**src/rtl/simple_proc_prog_loader.sv**
```systemverilog
// rtl/simple_proc_prog_loader.sv - program RAM loader and host/processor port arbiter
// Streams a host image into program RAM, then runs the processor until stop or cycle limit.
module simple_proc_prog_loader #(
    parameter int ADDR_W    = 10,
    parameter int DEPTH     = 1024,
    parameter int RUN_LIMIT = 0,
    parameter int CNT_W     = 24
) (
    input  logic              clk,
    input  logic              rst_n,
    input  logic              host_valid,
    input  logic [15:0]       host_data,
    input  logic              host_last,
    output logic              host_ready,
    input  logic              host_stop,
    input  logic [ADDR_W-1:0] proc_pc,
    input  logic              proc_read_en,
    output logic [ADDR_W-1:0] ram_addr,
    output logic [15:0]       ram_wdata,
    output logic              ram_wr_en,
    output logic              ram_rd_en,
    output logic              proc_rst_n,
    output logic              proc_start,
    output logic              busy,
    output logic [ADDR_W:0]   word_count,
    output logic              overflow,
    output logic [CNT_W-1:0]  run_cycles
);
    typedef enum logic [2:0] {S_IDLE, S_LOAD, S_START, S_RUN, S_STOP} state_t;

    localparam logic [ADDR_W:0]  LAST_IDX = (ADDR_W+1)'(DEPTH - 1);
    localparam logic [CNT_W-1:0] LIMIT_M1 = CNT_W'(RUN_LIMIT - 1);

    state_t              state_q, state_d;
    logic [ADDR_W-1:0]   waddr_q, waddr_d;
    logic [15:0]         wdata_q, wdata_d;
    logic                wr_en_q, wr_en_d;
    logic [ADDR_W:0]     wc_q, wc_d;
    logic                ovf_q, ovf_d;
    logic [CNT_W-1:0]    rc_q, rc_d;
    logic                image_full;

    always_ff @(posedge clk) begin
        if (!rst_n) begin
            state_q <= S_IDLE;
            waddr_q <= '0;
            wdata_q <= '0;
            wr_en_q <= 1'b0;
            wc_q    <= '0;
            ovf_q   <= 1'b0;
            rc_q    <= '0;
        end else begin
            state_q <= state_d;
            waddr_q <= waddr_d;
            wdata_q <= wdata_d;
            wr_en_q <= wr_en_d;
            wc_q    <= wc_d;
            ovf_q   <= ovf_d;
            rc_q    <= rc_d;
        end
    end

    // The word being accepted lands at address DEPTH-1.
    assign image_full = (wc_q == LAST_IDX);

    always_comb begin
        state_d = state_q;
        waddr_d = waddr_q;
        wdata_d = wdata_q;
        wr_en_d = 1'b0;
        wc_d    = wc_q;
        ovf_d   = ovf_q;
        rc_d    = rc_q;
        case (state_q)
            S_IDLE: begin
                if (host_valid) begin
                    state_d = S_LOAD;
                    wc_d    = '0;
                    ovf_d   = 1'b0;
                    rc_d    = '0;
                end
            end
            S_LOAD: begin
                if (host_stop) begin
                    state_d = S_IDLE;
                end else if (host_valid) begin
                    wr_en_d = 1'b1;
                    waddr_d = wc_q[ADDR_W-1:0];
                    wdata_d = host_data;
                    wc_d    = wc_q + 1'b1;
                    if (host_last || image_full) begin
                        state_d = S_START;
                    end
                    if (!host_last && image_full) begin
                        ovf_d = 1'b1;
                    end
                end
            end
            S_START: state_d = S_RUN;
            S_RUN: begin
                if (rc_q != '1) begin
                    rc_d = rc_q + 1'b1;
                end
                if (host_stop || ((RUN_LIMIT != 0) && (rc_q == LIMIT_M1))) begin
                    state_d = S_STOP;
                end
            end
            S_STOP:  state_d = S_IDLE;
            default: state_d = S_IDLE;
        endcase
    end

    assign host_ready = (state_q == S_LOAD);
    assign busy       = (state_q != S_IDLE);
    assign proc_start = (state_q == S_START);
    assign proc_rst_n = (state_q == S_START) || (state_q == S_RUN);
    // The processor owns the read port with no added latency while running.
    assign ram_addr   = (state_q == S_RUN) ? proc_pc : waddr_q;
    assign ram_rd_en  = (state_q == S_RUN) && proc_read_en;
    assign ram_wr_en  = wr_en_q;
    assign ram_wdata  = wdata_q;
    assign word_count = wc_q;
    assign overflow   = ovf_q;
    assign run_cycles = rc_q;
endmodule
```
**config.mk**
```make
export PLATFORM = sky130hd
export DESIGN_NAME = simple_proc_prog_loader
export DESIGN_NICKNAME = d
export VERILOG_FILES = /design/src/rtl/simple_proc_prog_loader.sv
export SDC_FILE = /design/constraint.sdc
export NUM_CORES = 1
export LEC_CHECK = 0
export CORE_UTILIZATION = 30
export CTS_BUF_LIST = sky130_fd_sc_hd__clkbuf_4 sky130_fd_sc_hd__clkbuf_8
export DETAILED_ROUTE_END_ITERATION = 10
export GPL_ROUTABILITY_DRIVEN = 0
export HOLD_SLACK_MARGIN = 0.12
export SYNTH_ARGS = -nofsm -noshare
export SYNTH_HDL_FRONTEND = slang
export SYNTH_SLANG_ARGS = --single-unit
```
**constraint.sdc**
```tcl
create_clock -name clk -period 3 [get_ports clk]
set_clock_uncertainty 0.15 [all_clocks]
set_input_delay 0.75 -clock clk [delete_from_list [all_inputs] [get_ports clk]]
set_output_delay 0.75 -clock clk [all_outputs]
set_load 0.02 [all_outputs]
```
==> run summary, run 1 <==
The run finished with clean final reports. The analysis attributes to cell leakage a power of 1.64 nW. In this run the most used layer during global routing was met2. The first detailed-routing pass took 4 iterations. The worst setup path is of the flip-flop to primary output kind.

The routing usage on met1 is 21.0%, and the portion of the clock cycle consumed by the worst path in the final layout is 96.0%. The tools report the count of yosys warnings during synthesis as 0. Once the floorplan was initialized, standard cells occupied 31.3% of the core. Of all nets on the critical path, the largest fanout is 11.

For the number of filler instances in the final layout, the log shows 1,053. The tools report the number of different library cells in the post-synthesis netlist as 56. The root buffer cell chosen for the clock tree is sky130_fd_sc_hd__clkbuf_8. The standard-cell row count came out at 37.

The global routing usage on met2 was 28.1%. Overall power consumption after layout is estimated at 1.91 mW. The largest individual stage delay along the critical path comes from the cell sky130_fd_sc_hd__clkdlybuf4s50_1.

Remaining max-slew budget at the tightest pin: 58.8%. The post-detailed-route count of antenna-violating nets was 0; the remaining design rule violation count was 0. For the data arrival time of the critical path, the log shows 1980 ps.

Summed over all layers, the global routing overflow is 0. In this design, the stage delay of the slowest critical-path cell is 600 ps. 0 antenna diodes ended up in the layout.

Prior to clock tree synthesis, the placed netlist has a worst setup slack of 94.4 ps. The tools report the HPWL after detailed placement as 6310 µm. The routed via count divided by cell count was 5.04; the number of placed I/O pins was 100. Static timing analysis puts the maximum clock frequency at 0.347 GHz.

Across the run, the number of max-cap violations was 0. In this run the tool buffered the top-level ports with 99 buffer cells. The clock period minus final worst setup slack came out at 2880 ps. After detailed routing, the total wire length is 9040 µm.

The overall fraction of global-route tracks in use is 16.9%, and the share of synthesized area occupied by flip-flops and latches is 40.5%. Hold repair after CTS inserted 0 buffers. Entering global routing, the biggest net connects 28 pins. The finished cells cover 4610 µm². The die is 106 µm wide. By area the synthesized netlist is led by sky130_fd_sc_hd__dfxtp_1 41%, sky130_fd_sc_hd__nand2_1 12%, sky130_fd_sc_hd__a21boi_0 6.9%, sky130_fd_sc_hd__nor2_1 3.5%, sky130_fd_sc_hd__o21ai_0 2.9%.

The maximum vdd ir drop was 0.257 mV. STA classifies the critical path endpoint as a primary output. The core area is 10,400 µm².

The height of the die is 106 µm. Setup repair after global routing could not meet its margin everywhere. The number of nets handed over by synthesis was 442. The layout overhead on the synthesized area was 41.5%. The minimum setup slack among reg-to-reg paths came out at 580 ps. Sorting the synthesized cells by how often they occur yields 100 x sky130_fd_sc_hd__nand2_1, 66 x sky130_fd_sc_hd__dfxtp_1, 30 x sky130_fd_sc_hd__a21boi_0, 30 x sky130_fd_sc_hd__nor2_1, 19 x sky130_fd_sc_hd__o21ai_0. The fraction of registers with async set or reset after synthesis was 0%.

TritonCTS built the clock tree. The post-layout worst setup margin is 119 ps. The final routed wire length divided by cell count is 13.8 µm. The cell area power density works out to 415 nW/µm². The cell area that synthesis handed to floorplanning was 3260 µm².

The tools report the number of buffers on the longest clock path as 2. The fraction of post-synthesis cell area in the top cell type by area is 40.5%, and the count of final hold-check violations is 0. The most used standard cell by instance count after synthesis was sky130_fd_sc_hd__nand2_1. Buffering stage count on the worst path with inverters included: 1. In this run, the number of DRC markers left after iteration 0 of detailed routing was 141. The clock latency on the worst-skew pair was 340 ps. The worst setup path is launched from a flip-flop. The fraction of met3 tracks used by global routing was 5.15%; the transition at the pin with the smallest max-transition slack was 613 ps. Synthesis handed over a netlist of 408 instances. Across all layers, the routed design uses 3,293 vias. The die covers 11,300 µm².

The first global-routing pass estimated 15,400 µm of wire. The placed instances occupy a cell area of 4380 µm². The ratio of cells with drive above 1 in the final layout is 8.90%, and the total clock sinks is 66. The type of the most critical hold path was flip-flop to flip-flop. TritonCTS created 9 clock buffers. For the worst setup path, the data required time is 2100 ps.

The run gives 3,163 as the via count of the first global-routing pass. Adding up every negative setup slack in the final design gives 0 ps. Mean area per synthesized cell: 7.99 µm². The H-tree was split into 3 levels. The number of pins exceeding their max-slew limit in the final report was 0.

Counting stages on the worst path, the most repeated cell is sky130_fd_sc_hd__nand2_1. For this run, the leading register cell type out of synthesis is sky130_fd_sc_hd__dfxtp_1. Traced cell by cell, the critical path runs through nand3b_2, nand2_1, nand2_1, clkdlybuf4s50_1.

The run gives 0 as the number of antenna violations at the first check in global routing. The largest total area in the synthesized netlist belongs to sky130_fd_sc_hd__dfxtp_1. The post-synthesis sequential element count was 66; the final hold slack was 315 ps. The cell family contributing the most delay on the critical path is buffers and inverters. After clock tree synthesis, the clock-pin slew on the worst setup and hold paths is 70 ps. The run gives 546 as the number of nets in the finished design. Setup violations remaining at the end of the flow were counted as 0. The number of enable-type register cells in the synthesized netlist works out to 0.
metal layers:
layer	routed length (µm)	part of all wire (%)	vias up
met4	93	1.0	0
met3	597	6.6	10
met1	4110	45	1539
met5	0	0	-
met2	4240	47	98
li1	-	-	1646
kinds of logic (layout without fill, tap and decap cells):
logic type	after synthesis	in the layout	share of synthesized area [%]
muxes	1	1	0.307
buffers and inverters	25	134	5.18
and+or+nand+nor	213	213	32.4
xor gates and xnor gates	9	9	2.42
DFF	66	66	40.5
adders and majority gates	2	2	0.768
AOI/OAI and AO/OA	92	92	18.3
cell usage in the layout, fill, tap and decap left out, drive strengths merged, types with 3 or more instances in the layout:
master and count:
xor2 5, clkbuf 11, clkdlybuf4s50 98, xnor2 4, buf 17, a21oi 17, nor4 5, nor3b 3
o211ai 3, dfxtp 66, a21boi 31, a41oi 3, nor2 30, nand2 100, o22ai 3, nand2b 3
clkinv 3, and2 4, inv 3, nand4 12, nor3 8, nand3 16, and3 11, a31oi 5
o21ai 21, nor2b 3, nand3b 4
report_power, final:
part / switching [mW] / internal, mW / total [mW]
registers: 0.0108 / 0.885 / 0.896
logic: 0.0891 / 0.0940 / 0.183
clock network: 0.348 / 0.486 / 0.834
sequential cells by signal, summed over array words and instances (netlist names):
signal and cells:
run_cycles 24, ram_wdata 16, word_count 11, waddr_q 10
state_q 3, overflow 1, ram_wr_en 1
layout make-up:
type	count	area [µm²]	share of cell area, %
Multi-Input combinational cell	317	1770	38.4
Clock inverter	5	78.8	1.71
Tap cell	136	170	3.69
Clock buffer	11	139	3.01
Inverter	3	11.3	0.244
Timing Repair Buffer	115	1120	24.3
Sequential cell	66	1320	28.7
final timing paths:
path,startpoint,to,cells after the start
setup / recovery,state_q[2],ram_addr[1],4
hold / removal,ram_wdata[0],ram_wdata[0],2
setup reg to reg,run_cycles[0],run_cycles[9],7
hold reg to reg,ram_wdata[0],ram_wdata[0],2
stage by stage:
stage               instances  utilization, %
CTS                       653            44.3
finish                    653            44.3
global placement          636            42.1
global route              653            44.3
floorplan                 408               -
detailed placement        636            42.1
timing repair:
| action | in CTS | in global routing |
|---|---|---|
| buffers inserted | 1 | 0 |
| pin swaps | 1 | 1 |
| setup endpoints to repair | 11 | 11 |
| gates resized for setup | 1 | 1 |
| hold endpoints to repair | 0 | 0 |
worst register-to-register path, delay by kind of cell, from the launching register on:
family                     cells  cell delay (ps)
and+or+nand+nor                2              620
buffers and inverters          1              230
DFF                            1              420
AOI/OAI and AO/OA              3              690
adders and majority gates      1              230
(Power assumes the default switching activity.)
==> run 2: changes to the inputs <==
Settings changed: CORE_ASPECT_RATIO set to 1.2.
Clock period 3 ns to 3.44 ns, I/O delays scaled along.
==> run 2 against run 1 <==
Effect of this change:
- first-iteration DRC count increased by 23%
- critical path type unchanged
- via count decreased by 2.0%
- final cell count decreased by 2.5%
- sequential share of layout area increased by 0.61 points
- clock power decreased by 20%
- register-to-register slack improved by 260 ps
==> run summary, run 2 (synthesis gave the netlist of run 1 again) <==
The flow ran to the end, and the final reports show no timing, DRC or antenna violations. Fmax: 0.314 GHz. TritonCTS built the clock tree. For flop-to-flop paths, the worst setup slack is 840 ps. The clock period minus final worst setup slack is 3180 ps, and the total clock sinks is 66.

The critical path starts at state_q[0]. The first global-routing pass estimated 14,200 µm of wire. The initial utilization of the core area, before any placement, comes to 30.8%.

For hold timing, the worst endpoint is ram_wdata[4]. The standard-cell row count was 41. The routed via count divided by cell count was 5.07. The detailed-route wire length came out at 8700 µm.

IR analysis of the VDD net gives a maximum drop of 0.129 mV. For the count of final hold-check violations, the log shows 0. Timing analysis after detailed placement gives a worst setup slack of 291 ps.

At the end of the flow, the number of nets in the layout was 537. For the overall fraction of global-route tracks in use, the log shows 15.6%. For the worst flop-to-flop path, the logic depth is 7. The portion of the clock cycle consumed by the worst path in the final layout is 92.6%, and the post-layout total power is 1.59 mW. The signal on the critical path passes through and3b_2, and2_1, clkdlybuf4s50_1. Number of instances on the worst hold path: 2.

The H-tree generated during clock tree synthesis spans 3 levels. In the layout the commonest cells are 100 x sky130_fd_sc_hd__nand2_1, 98 x sky130_fd_sc_hd__clkdlybuf4s50_1, 66 x sky130_fd_sc_hd__dfxtp_1. For this run the aggregate overflow at the end of global routing stands at 0.

The longest clock path from root to sink contains 2 buffers. The floorplan step set the die width to 97.2 µm. The flip-flop count of the largest register, all copies and words added was 24. The height of the die works out to 116 µm. The endpoint required time on the critical path is 2430 ps. In this run the post-CTS setup repair buffer count came out at 0.

The most common cell after layout, fill and taps aside was sky130_fd_sc_hd__nand2_1. The critical path startpoint category is a flip-flop. After clock tree synthesis, the clock-pin slew on the worst setup and hold paths is 70 ps.

For this design the static power due to leakage is 1.57 nW. The tools report the initial DRC count as 173. The critical path is of the flip-flop to primary output type. The number of antenna violations at the first check in global routing was 0; the number of filler instances in the final layout was 1,087.

The type of the most critical hold path was flip-flop to flip-flop. Headroom to the max-slew limit came out at 55.2%. The core area is 10,600 µm², and the full die area is 11,300 µm². For the number of setup violations in the final report, the log shows 0. At the pin with the least slew margin, the transition time is 672 ps. The post-layout worst setup margin is 255 ps, and the cell area power density is 354 nW/µm². At the worst endpoint, the arrival time is 2170 ps.

The number of clock buffers added by TritonCTS is 9. The tools report the placed instance area as 4300 µm². The tree is rooted in a sky130_fd_sc_hd__clkbuf_8.

The final routed wire length divided by cell count was 13.7 µm. The run gives 0 as the number of pins exceeding their max-slew limit in the final report. The tool flagged a number of max-cap violations equal to 0. The tools report the post-detailed-route count of antenna-violating nets as 0. For the vias after detailed routing, the log shows 3,228. Setup repair after global routing left no endpoint under its margin.

For the largest net degree at the start of global routing, the log shows 41. For the worst-skew pair, the clock arrives at the later sink with an insertion delay of 350 ps. Hold repair after CTS inserted 0 buffers.

The number of optimization iterations in the first detailed-route pass is 4. The finished cells cover 4510 µm². Worst min-delay path startpoint: ram_wdata[4]. During I/O placement, the number of pins put on the boundary was 100. In the final layout, the share of cells above drive strength 1 is 6.89%. The slowest stage of the critical path is the sky130_fd_sc_hd__dfxtp_1 cell.

The logs give 2,973 for the via count of the first global-routing pass and 6210 µm for the HPWL after detailed placement. From synthesis to final layout, the design area changed by 38.2%. In the routed design, unresolved DRC markers number 0. The startpoint identified for the worst register-to-register timing path is run_cycles[0]. 0 antenna diodes ended up in the layout. In this run the tool buffered the top-level ports with 99 buffer cells.

The largest single stage delay on the critical path is 590 ps. After clock tree synthesis, the repair step resized 0 gates. The reg-to-reg endpoint was run_cycles[17].

The endpoint type of the worst setup path is a primary output. The tools report the final setup TNS as 0 ps. In this run the worst path has a maximum fanout of 14.
## run 2: cell types whose count changed in the layout (fill, tap and decap cells not counted), sizes merged
cell | before | now
clkbuf | 11 | 10
bufinv | 2 | 1
clkinv | 3 | 2
buf | 17 | 8
clkinvlp | 0 | 3
## run 2: power breakdown
| group | switching, mW | leakage (nW) | internal, mW |
|---|---|---|---|
| clock network | 0.311 | 0.0945 | 0.354 |
| logic | 0.0741 | 0.944 | 0.0749 |
| registers | 0.00946 | 0.532 | 0.772 |
## run 2: worst max path at each step
stage	end	slack, ps	cells after the start
final	ram_rd_en	260	3
after global routing	ram_addr[6]	90	4
after floorplan	ram_addr[0]	1030	6
after detailed placement	run_cycles[10]	290	6
after global placement	run_cycles[10]	320	6
after CTS	ram_rd_en	210	3
## run 2: layout make-up
| type | instances | area (µm²) | area share (%) |
|---|---|---|---|
| Clock buffer | 10 | 138 | 3.05 |
| Clock inverter | 6 | 66.3 | 1.47 |
| Inverter | 3 | 11.3 | 0.250 |
| Multi-Input combinational cell | 317 | 1770 | 39.3 |
| Sequential cell | 66 | 1320 | 29.3 |
| Tap cell | 129 | 161 | 3.58 |
| Timing Repair Buffer | 106 | 1040 | 23.0 |
## run 2: stage by stage
stage	hold slack, ps	util, %	instances
after floorplan	294	-	408
after global placement	302	40.7	621
after detailed placement	305	40.7	621
after CTS	315	42.6	637
after global routing	333	42.6	637
final	312	42.6	637
## run 2: metal layers
layer	GRT usage, %	wire length [µm]	share of wire (%)	vias to the layer above
met5	0	0	0	-
li1	-	-	-	1631
met2	27.2	4290	49	87
met1	18.7	3850	44	1495
met4	6.57	140	1.6	0
met3	3.41	420	4.8	15
## run 2: worst max-delay path: cells and delay by family (launching register included)
| kind | cells | cell delay [ps] |
|---|---|---|
| simple gates | 2 | 650 |
| flops | 1 | 590 |
| buf+inv | 1 | 590 |
==> run 3: changes to the inputs <==
Settings changed: RECOVER_POWER set to 50, SETUP_SLACK_MARGIN set to 0.3.
==> run 3 against run 2 <==
Effect of this change:
- clock-buffer cell count unchanged
- first-iteration DRC count decreased by 8.1%
- clock power increased by 0.9%
- worst hold slack got worse by 2.9 ps
- largest cell class unchanged
- largest power group unchanged
- highest routed layer unchanged
==> run summary, run 3 (synthesis gave the netlist of run 1 again) <==
Sequential cells burn 48.9% of the power. Largest net degree at the start of global routing: 41. For the final hold slack, the log shows 309 ps.

The endpoint type of the worst setup path was a primary output. Counting the buffers created by CTS gives 9. The HPWL after detailed placement is 6210 µm, and the clock period minus final worst setup slack is 3030 ps. The cell area power density was 355 nW/µm²; the starting utilization of the core area was 30.8%. The tools report the clock latency on the worst-skew pair as 350 ps.

TritonCTS built the clock tree. The transition at the pin with the smallest max-transition slack is 640 ps, and the buffering stage count on the worst path with inverters included is 2. The first-pass GRT wire length is 14,200 µm, and the setup slack after placement is 291 ps. The type of the most critical hold path is flip-flop to flip-flop. After detailed routing, the number of vias per cell comes to 5.07.

The number of pins exceeding their max-slew limit in the final report came out at 0. The initial DRC count is 159, and the remaining design rule violation count is 0. Broken down by cell family, the worst path's largest delay share belongs to buffers and inverters.

The clock share of power came out at 41.9%. The run gives 5 as the number of optimization iterations in the first detailed-route pass. Switching power share of the total: 25.0%. The count of nets left with antenna violations once routing finished came out at 0.

The largest individual stage delay along the critical path comes from the cell sky130_fd_sc_hd__clkdlybuf4s50_1. Setup violations remaining at the end of the flow were counted as 0. The clock net in this run drives a total of 66 sinks.

The finished layout holds 637 standard cells, fillers aside. In the final design database the tool counted 537 nets. The logs give 2,973 for the via count of the first global-routing pass and 11,300 µm² for the full die area.

Ratio of cells with drive above 1 in the final layout: 6.89%. The count of final hold-check violations is 0. The final routed wire length divided by cell count is 13.7 µm. Walking the worst path, the cells encountered are clkdlybuf4s50_1, nand2_1, nand2_1, clkdlybuf4s50_1.

Port buffering added 99 buffers. Summing all placed instances gives a cell area of 4300 µm². For this run the aggregate overflow at the end of global routing stands at 0.

The die is 116 µm tall. The horizontal die dimension is 97.2 µm, and the layout overhead on the synthesized area is 38.1%. The final non-filler cell area came out at 4500 µm². In the global route stage, overall resource usage came out at 15.6%. Master cell of the clock root buffer: sky130_fd_sc_hd__clkbuf_8. The flip-flop count of the largest register, all copies and words added works out to 24. Combinational logic is responsible for 9.1% of the overall power.

The tools report the endpoint required time on the critical path as 2430 ps. Cells fill 42.6% of the core in the end. The tools report the fmax as 0.330 GHz. For the maximum vdd ir drop, the log shows 0.134 mV. For the standard-cell row count, the log shows 41.

The flow ran to the end, and the final reports show no timing, DRC or antenna violations. The logs give 409 ps for the post-layout worst setup margin and 0.399 mW for the total net switching power. In this design, the stage delay of the slowest critical-path cell is 600 ps. The data arrival time of the critical path is 2020 ps, and the antenna diode count is 0. The run gives 1.60 mW as the post-layout total power. The number of antenna violations at the first check in global routing was 0. Leaving out fill and tap cells, the most frequent cell in the layout is sky130_fd_sc_hd__nand2_1. The core area was 10,600 µm²; the detailed-route wire length was 8700 µm.

For the final routed database, the setup TNS stands at 0 ps. Summed over all cells, the static leakage comes to 1.72 nW. Clock-pin slew was measured on the worst setup and hold paths at 70 ps. The number of buffers on the longest clock path was 2. Start-to-end type of the worst setup path: primary input to primary output.

The top cell types in the final layout, fill and taps aside, are 100 x sky130_fd_sc_hd__nand2_1, 64 x sky130_fd_sc_hd__dfxtp_1, 51 x sky130_fd_sc_hd__clkdlybuf4s50_1. The logs give 0 for the count of max-cap constraint violations and 100 for the number of placed I/O pins. For the cell-internal power, the log shows 1.20 mW.

In this run the tightest slew margin relative to its limit is 57.4%. Including well taps, the total number of placed cells is 621. The vias after detailed routing is 3,227, and the H-tree depth reported by CTS is 3.

Portion of the clock cycle consumed by the worst path in the final layout: 88.1%. The worst-path maximum fanout is 1. The worst setup path is launched from a primary input. Setup repair after global routing left no endpoint under its margin.
## run 3: path summary, 6_finish.rpt
check,startpoint,end,slack [ps],depth (start not counted)
max,proc_pc[7],ram_addr[7],410,4
max reg2reg,run_cycles[1],run_cycles[17],630,7
min,ram_wdata[4],ram_wdata[4],310,2
min reg2reg,ram_wdata[4],ram_wdata[4],310,2
## run 3: final cells by class
class,count,area (µm²)
sequential,66,1320
multi-input combinational,317,1770
fill,1087,6070
clock buffer,10,138
timing repair buffer,106,1030
tap,129,161
inverter,3,11.3
clock inverter,6,66.3
## run 3: power groups by stage
stage	logic, mW	clock network (mW)	registers, mW
finish	0.145	0.670	0.781
global route	0.159	0.728	0.783
CTS	0.151	0.691	0.782
detailed placement	0.150	0	0.799
global placement	0.149	0	0.799
floorplan	0.0819	0	0.802
## run 3: what timing repair did
action	CTS	global route
gates resized for setup	2	1
hold endpoints to repair	0	0
hold buffers	0	0
setup endpoints to repair	11	11
setup buffers	0	0
## run 3: metal layers
layer	GRT usage (%)	routed length [µm]	up-vias
met5	0	0	-
met4	6.57	163	0
met3	3.41	406	15
met2	27.2	4260	86
met1	18.7	3870	1499
li1	-	-	1627
## run 3: worst register-to-register path, stage by stage (launching register included)
cell	delay, ps
sky130_fd_sc_hd__dfxtp_1	400
sky130_fd_sc_hd__ha_1	230
sky130_fd_sc_hd__nand4_1	230
sky130_fd_sc_hd__nor4_4	320
sky130_fd_sc_hd__clkbuf_1	390
sky130_fd_sc_hd__a31o_1	630
sky130_fd_sc_hd__o21ai_0	210
sky130_fd_sc_hd__a21boi_0	180
